==> config.mk <==
export PLATFORM = sky130hd
export DESIGN_NAME = fb_mem_arbiter
export DESIGN_NICKNAME = d
export VERILOG_FILES = /design/src/rtl/fb_mem_arbiter.sv
export SDC_FILE = /design/constraint.sdc
export NUM_CORES = 1
export LEC_CHECK = 0
export BUFFER_PORTS_ARGS = -buffer_cell sky130_fd_sc_hd__buf_2
export CAP_MARGIN = 20
export CELL_PAD_IN_SITES_DETAIL_PLACEMENT = 1
export CELL_PAD_IN_SITES_GLOBAL_PLACEMENT = 2
export CORE_UTILIZATION = 31
export CTS_CLUSTER_SIZE = 20
export DETAILED_ROUTE_END_ITERATION = 7
export HOLD_SLACK_MARGIN = 0.15
export PLACE_DENSITY = 0.95
export SYNTH_ARGS = -nofsm -noshare
export SYNTH_HDL_FRONTEND = slang
export SYNTH_SLANG_ARGS = --single-unit
==> constraint.sdc <==
create_clock -name clk -period 5.3 [get_ports clk]
set_clock_uncertainty 0.15 [all_clocks]
set_input_delay 0.265 -clock clk [delete_from_list [all_inputs] [get_ports clk]]
set_output_delay 0.265 -clock clk [all_outputs]
set_load 0.005 [all_outputs]
==> src/rtl/fb_mem_arbiter.sv <==
// Frame-buffer arbiter: display reads beat writer writes, double-buffered banks; FB_STARVE_GUARD_EN bounds write starvation.
// Latency: request to mem_req 1 cycle, mem_ack to rd_valid/wr_ack 1 cycle; requesters hold req until their completion pulse.
module fb_mem_arbiter #(
    parameter int ADDR_W     = 17,
    parameter int DATA_W     = 32,
    parameter int STARVE_MAX = 8
) (
    input  logic              clk,
    input  logic              n_rst,
    input  logic              rd_req,
    input  logic [ADDR_W-1:0] rd_addr,
    output logic [DATA_W-1:0] rd_data,
    output logic              rd_valid,
    input  logic              wr_req,
    input  logic [ADDR_W-1:0] wr_addr,
    input  logic [DATA_W-1:0] wr_data,
    output logic              wr_ack,
    input  logic              frame_end,
    input  logic              wr_frame_done,
    output logic              mem_req,
    output logic              mem_we,
    output logic [ADDR_W:0]   mem_addr,
    output logic [DATA_W-1:0] mem_wdata,
    input  logic [DATA_W-1:0] mem_rdata,
    input  logic              mem_ack,
    output logic              disp_bank,
    output logic              frameswap,
    output logic              swap_pending
);

    typedef enum logic [1:0] {IDLE, RD_BUSY, WR_BUSY} state_t;

    state_t state;
    logic   grant_rd;
    logic   grant_wr;

`ifdef FB_STARVE_GUARD_EN
    localparam int CNT_W = $clog2(STARVE_MAX + 1);

    logic [CNT_W-1:0] starve_cnt;
    logic             starve_hit;

    // Once enough reads have overtaken a waiting write, the write takes the next slot.
    assign starve_hit = wr_req && (starve_cnt >= CNT_W'(STARVE_MAX));
    assign grant_rd   = (state == IDLE) && rd_req && !starve_hit;
    assign grant_wr   = (state == IDLE) && wr_req && !grant_rd;

    always_ff @(posedge clk or negedge n_rst) begin
        if (!n_rst) begin
            starve_cnt <= '0;
        end else if (!wr_req || grant_wr) begin
            starve_cnt <= '0;
        end else if (grant_rd && (starve_cnt < CNT_W'(STARVE_MAX))) begin
            starve_cnt <= starve_cnt + 1'b1;
        end
    end
`else
    assign grant_rd = (state == IDLE) && rd_req;
    assign grant_wr = (state == IDLE) && wr_req && !rd_req;
`endif

    always_ff @(posedge clk or negedge n_rst) begin
        if (!n_rst) begin
            state        <= IDLE;
            mem_req      <= 1'b0;
            mem_we       <= 1'b0;
            mem_addr     <= '0;
            mem_wdata    <= '0;
            rd_data      <= '0;
            rd_valid     <= 1'b0;
            wr_ack       <= 1'b0;
            disp_bank    <= 1'b0;
            frameswap    <= 1'b0;
            swap_pending <= 1'b0;
        end else begin
            rd_valid  <= 1'b0;
            wr_ack    <= 1'b0;
            frameswap <= 1'b0;

            // Bank bit is captured at issue so a swap never retargets an in-flight access.
            case (state)
                IDLE: begin
                    if (grant_rd) begin
                        state    <= RD_BUSY;
                        mem_req  <= 1'b1;
                        mem_we   <= 1'b0;
                        mem_addr <= {disp_bank, rd_addr};
                    end else if (grant_wr) begin
                        state     <= WR_BUSY;
                        mem_req   <= 1'b1;
                        mem_we    <= 1'b1;
                        mem_addr  <= {~disp_bank, wr_addr};
                        mem_wdata <= wr_data;
                    end
                end
                RD_BUSY: begin
                    if (mem_ack) begin
                        state    <= IDLE;
                        mem_req  <= 1'b0;
                        rd_data  <= mem_rdata;
                        rd_valid <= 1'b1;
                    end
                end
                WR_BUSY: begin
                    if (mem_ack) begin
                        state   <= IDLE;
                        mem_req <= 1'b0;
                        wr_ack  <= 1'b1;
                    end
                end
                default: begin
                    state   <= IDLE;
                    mem_req <= 1'b0;
                end
            endcase

            // A frame_end coinciding with wr_frame_done swaps at once; extra done pulses are absorbed.
            if (frame_end && (swap_pending || wr_frame_done)) begin
                disp_bank    <= ~disp_bank;
                frameswap    <= 1'b1;
                swap_pending <= 1'b0;
            end else if (wr_frame_done) begin
                swap_pending <= 1'b1;
            end
        end
    end

endmodule
==> PnR_summary.wiki <==
{| class="wikitable"
! Metric !! Value
|-
| Max H-tree Level || 3
|-
| Final hold slack || 0.162 ns
|-
| Num Clock Sinks || 91
|-
| Highest fanout seen on the critical path || 20
|-
| Remaining max-slew budget at the tightest pin || 55.3%
|-
| Boundary pin count || a little under 200
|-
| Antenna violations before repair || 0
|-
| Maximum buffer depth of the clock tree || 2
|-
| Horiz. Die Dim || 112 µm
|-
| Cell occurring most often along the worst timing path || sky130_fd_sc_hd__mux2_2
|-
| Run status || complete, but fails checks
|-
| Drt via density || 4.54
|-
| Remaining routing DRC violations || 14
|-
| Global-route wire length before repair || 19400 µm
|-
| Final critical path time including I/O delays and setup || 2.72 ns
|-
| Complex-gate fraction of the synthesized area || about 2.0%
|-
| CTS resizes || 0
|-
| Category of the most critical setup path || reg2reg
|-
| Violations in the final reports || design-rule violations
|-
| CTS clock-pin slew for the worst setup and hold paths || 0.06 ns
|-
| Sort of element at the end of the critical path || register
|-
| Xor and xnor area share after synthesis || 0.470%
|-
| Type of the tightest min-delay check || in2reg
|-
| Vias in the first global route || ~3700
|-
| Floorplan Core Area || 11600 µm²
|-
| Total Wirelength || 11800 µm
|-
| Arrival time worst endpoint || 2.79 ns
|-
| Clock latency on the worst-skew pair || roughly 0.34 ns
|-
| Root Buffer Master || sky130_fd_sc_hd__clkbuf_16
|-
| Static Leakage || 0.00299 µW
|-
| Fraction of final layout cells with drive strength greater than 1 || 57.1%
|-
| Cell Rows || 39
|-
| Unrepaired setup endpoints after global routing || false
|-
| Count of TritonRoute iterations in the first routing pass || 6
|-
| Cell at the slowest stage of the critical path || sky130_fd_sc_hd__dlygate4sd3_1
|-
| Source of the worst hold timing path || wr_addr[5]
|-
| Total Nets Final || 642
|-
| Distinct cell type count after synthesis || 29
|-
| Flop and latch count out of synthesis || 91
|-
| Final Wtd Congestion || 0.740
|-
| Pwr Density || 503 nW/µm²
|-
| Worst path max stage delay || 0.56 ns
|-
| Required arrival time at the worst endpoint || 5.38 ns
|-
| Mux contribution to synthesized area || 30.7%
|-
| Cells traversed along the worst timing path || inv_1 -> ha_1 -> and2_4 -> mux2_2 -> dlygate4sd3_1 -> mux2_2
|-
| Max-capacitance violation count || 0
|-
| Gate count of the mapped netlist || 235
|-
| Portion of the clock cycle consumed by the worst path in the final layout || 51.2%
|-
| Routed vias || about 3100
|-
| Leftover overflow at the end of global routing || 0
|-
| TritonCTS clock tree || done
|-
| Total CTS buffers || 9
|-
| Maximum vdd drop || 289 µV
|-
| Fin Setup TNS || 0 ns
|-
| Largest net degree at the start of global routing || 53
|-
| Startpoint kind of the worst setup timing path || register
|-
| Wire per inst || roughly 17 µm
|-
| Total Power Consumption || ~3100 µW
|-
| Slew at the pin closest to its max-slew limit || ~0.67 ns
|-
| R2R Setup Slk || between 2 and 3 ns
|-
| Final-report setup violation count || 0
|-
| Port Buffers || about 190
|-
| Startpoint of the worst-slack reg-to-reg timing path || state[0]$_DFFE_PN0P_
|-
| Ant. Diodes || 0
|-
| Post-synthesis average cell area || about 16 µm²
|-
| Area share of fa/ha/maj cells after synthesis || about 1.3%
|-
| Main combinational cell family by area after synthesis || multiplexers
|-
| Overall Global Routing Usage || between 20% and 30%
|-
| Share of the yosys chip area belonging to registers || between 60% and 70%
|-
| Family with the most delay on the worst path || buffers and inverters
|-
| Synth-to-Final Area Change || 63.9%
|-
| Net count after synthesis || 344
|-
| Final Hold Vio Count || 0
|-
| Starting density of the core || between 30% and 40%
|-
| Die Footprint || around 12000 µm²
|-
| Buffers & Inverters on Critical Path || 2
|-
| HPWL Detailed || 6950 µm
|-
| Area fraction in and, or, nand and nor cells after synthesis || 1.98%
|-
| Post-synth design cell area || 3730 µm²
|-
| Synth warn || 0
|-
| Post-DRT Antenna Nets || 0
|-
| Achievable frequency || 368 MHz
|-
| Detailed Route Iter0 Violations || 102
|-
| Number of max-slew violations in the final report || 0
|-
| CP startpoint || state[0]$_DFFE_PN0P_
|-
| Die outline height || 112 µm
|}
layer usage:
| metal | routed length, µm | global-route usage, % | vias up |
|---|---|---|---|
| met3 | 827 | 6.70 | 22 |
| met2 | 6720 | 39.5 | 127 |
| li1 | - | - | 1413 |
| met5 | 0 | 0 | - |
| met1 | 4010 | 19.6 | 1528 |
| met4 | 287 | 8.29 | 0 |
layout make-up:
class	instances	area, µm²
multi-input combinational	129	1360
sequential	91	2280
fill	1226	5450
clock inverter	2	10.0
clock buffer	14	264
timing repair buffer	297	2000
tap	143	179
inverter	5	18.8
repair_timing:
item	CTS	global route
hold endpoints to repair	124	0
setup buffers	0	0
hold buffers	101	0
final timing paths:
kind | endpoint | cells past startpoint
setup / recovery | mem_addr[6]$_DFFE_PN0P_ | 6
hold / removal | mem_addr[5]$_DFFE_PN0P_ | 3
setup reg to reg | mem_addr[6]$_DFFE_PN0P_ | 6
hold reg to reg | mem_wdata[4]$_DFFE_PN0P_ | 1
max in group asynchronous | mem_req$_DFFE_PN0P_ | 3
min in group asynchronous | mem_addr[7]$_DFFE_PN0P_ | 2
state kept, by name (all words and copies together), names as in the netlist, 2 cells and up:
| signal | cells |
|---|---|
| mem_wdata | 32 |
| rd_data | 32 |
| mem_addr | 18 |
| state | 2 |
worst min-delay path, stage by stage:
cell and delay, ns:
sky130_fd_sc_hd__buf_2 0.08, sky130_fd_sc_hd__mux2_2 0.14, sky130_fd_sc_hd__mux2_2 0.14
Yosys cell counts (all sizes together):
| cell | n | share of area, % |
|---|---|---|
| nor2 | 2 | 0.20 |
| nand3 | 1 | 0.13 |
| o22ai | 1 | 0.17 |
| and2 | 2 | 0.40 |
| nand2b | 1 | 0.17 |
| o21ai | 2 | 0.57 |
| o32ai | 1 | 0.23 |
| nand2 | 5 | 0.50 |
| o22a | 1 | 0.23 |
| xnor2 | 1 | 0.23 |
| mux2 | 99 | 31 |
| inv | 5 | 0.50 |
| ha | 4 | 1.3 |
| nor2b | 3 | 0.57 |
| a21oi | 3 | 0.40 |
| buf | 10 | 1.9 |
| dfrtp | 91 | 61 |
| a22oi | 1 | 0.20 |
| xor2 | 1 | 0.23 |
| o21a | 1 | 0.20 |
where the power goes:
part | total [µW] | internal [µW] | switching [µW]
registers | 1220 | 1040 | 181
logic | 1250 | 737 | 514
clock network | 599 | 343 | 257
cell usage in the layout, fill, tap and decap left out:
cell and instances:
sky130_fd_sc_hd__buf_2 192, sky130_fd_sc_hd__dlygate4sd3_1 101, sky130_fd_sc_hd__dfrtp_1 91, sky130_fd_sc_hd__mux2_2 87, sky130_fd_sc_hd__clkbuf_16 9, sky130_fd_sc_hd__mux2_4 8, sky130_fd_sc_hd__inv_1 5, sky130_fd_sc_hd__nand2_1 5
sky130_fd_sc_hd__mux2_1 4, sky130_fd_sc_hd__ha_1 4, sky130_fd_sc_hd__buf_4 4, sky130_fd_sc_hd__a21oi_1 3, sky130_fd_sc_hd__clkbuf_1 3, sky130_fd_sc_hd__nor2_1 2, sky130_fd_sc_hd__nor2b_1 2, sky130_fd_sc_hd__clkbuf_8 2
sky130_fd_sc_hd__clkinv_2 2, sky130_fd_sc_hd__and2_1 1, sky130_fd_sc_hd__and2_4 1, sky130_fd_sc_hd__nor2b_2 1, sky130_fd_sc_hd__o21ai_4 1, sky130_fd_sc_hd__nand3_1 1, sky130_fd_sc_hd__nand2b_1 1, sky130_fd_sc_hd__a22oi_1 1
sky130_fd_sc_hd__o22ai_1 1, sky130_fd_sc_hd__xor2_1 1, sky130_fd_sc_hd__o32ai_1 1, sky130_fd_sc_hd__xnor2_1 1, sky130_fd_sc_hd__o21a_1 1, sky130_fd_sc_hd__o22a_1 1, sky130_fd_sc_hd__o21ai_0 1
cells by family after synthesis:
kind of cell               count (synthesis)
AOI/OAI and AO/OA                         10
adders and majority gates                  4
xor gates and xnor gates                   2
buffers and inverters                     15
and+or+nand+nor                           14
DFF                                       91
muxes                                     99
stage by stage:
stage                     instances  setup WS [ns]  utilization (%)  area (µm²)
after floorplan                 235           3.34                -        3730
after global routing            681           2.46             52.9        6110
after detailed placement        564           3.04             41.7        4830
after global placement          564           3.14             41.7        4830
after CTS                       681           2.65             52.9        6110
final                           681           2.58             52.9        6110
(Power assumes the default switching activity.)
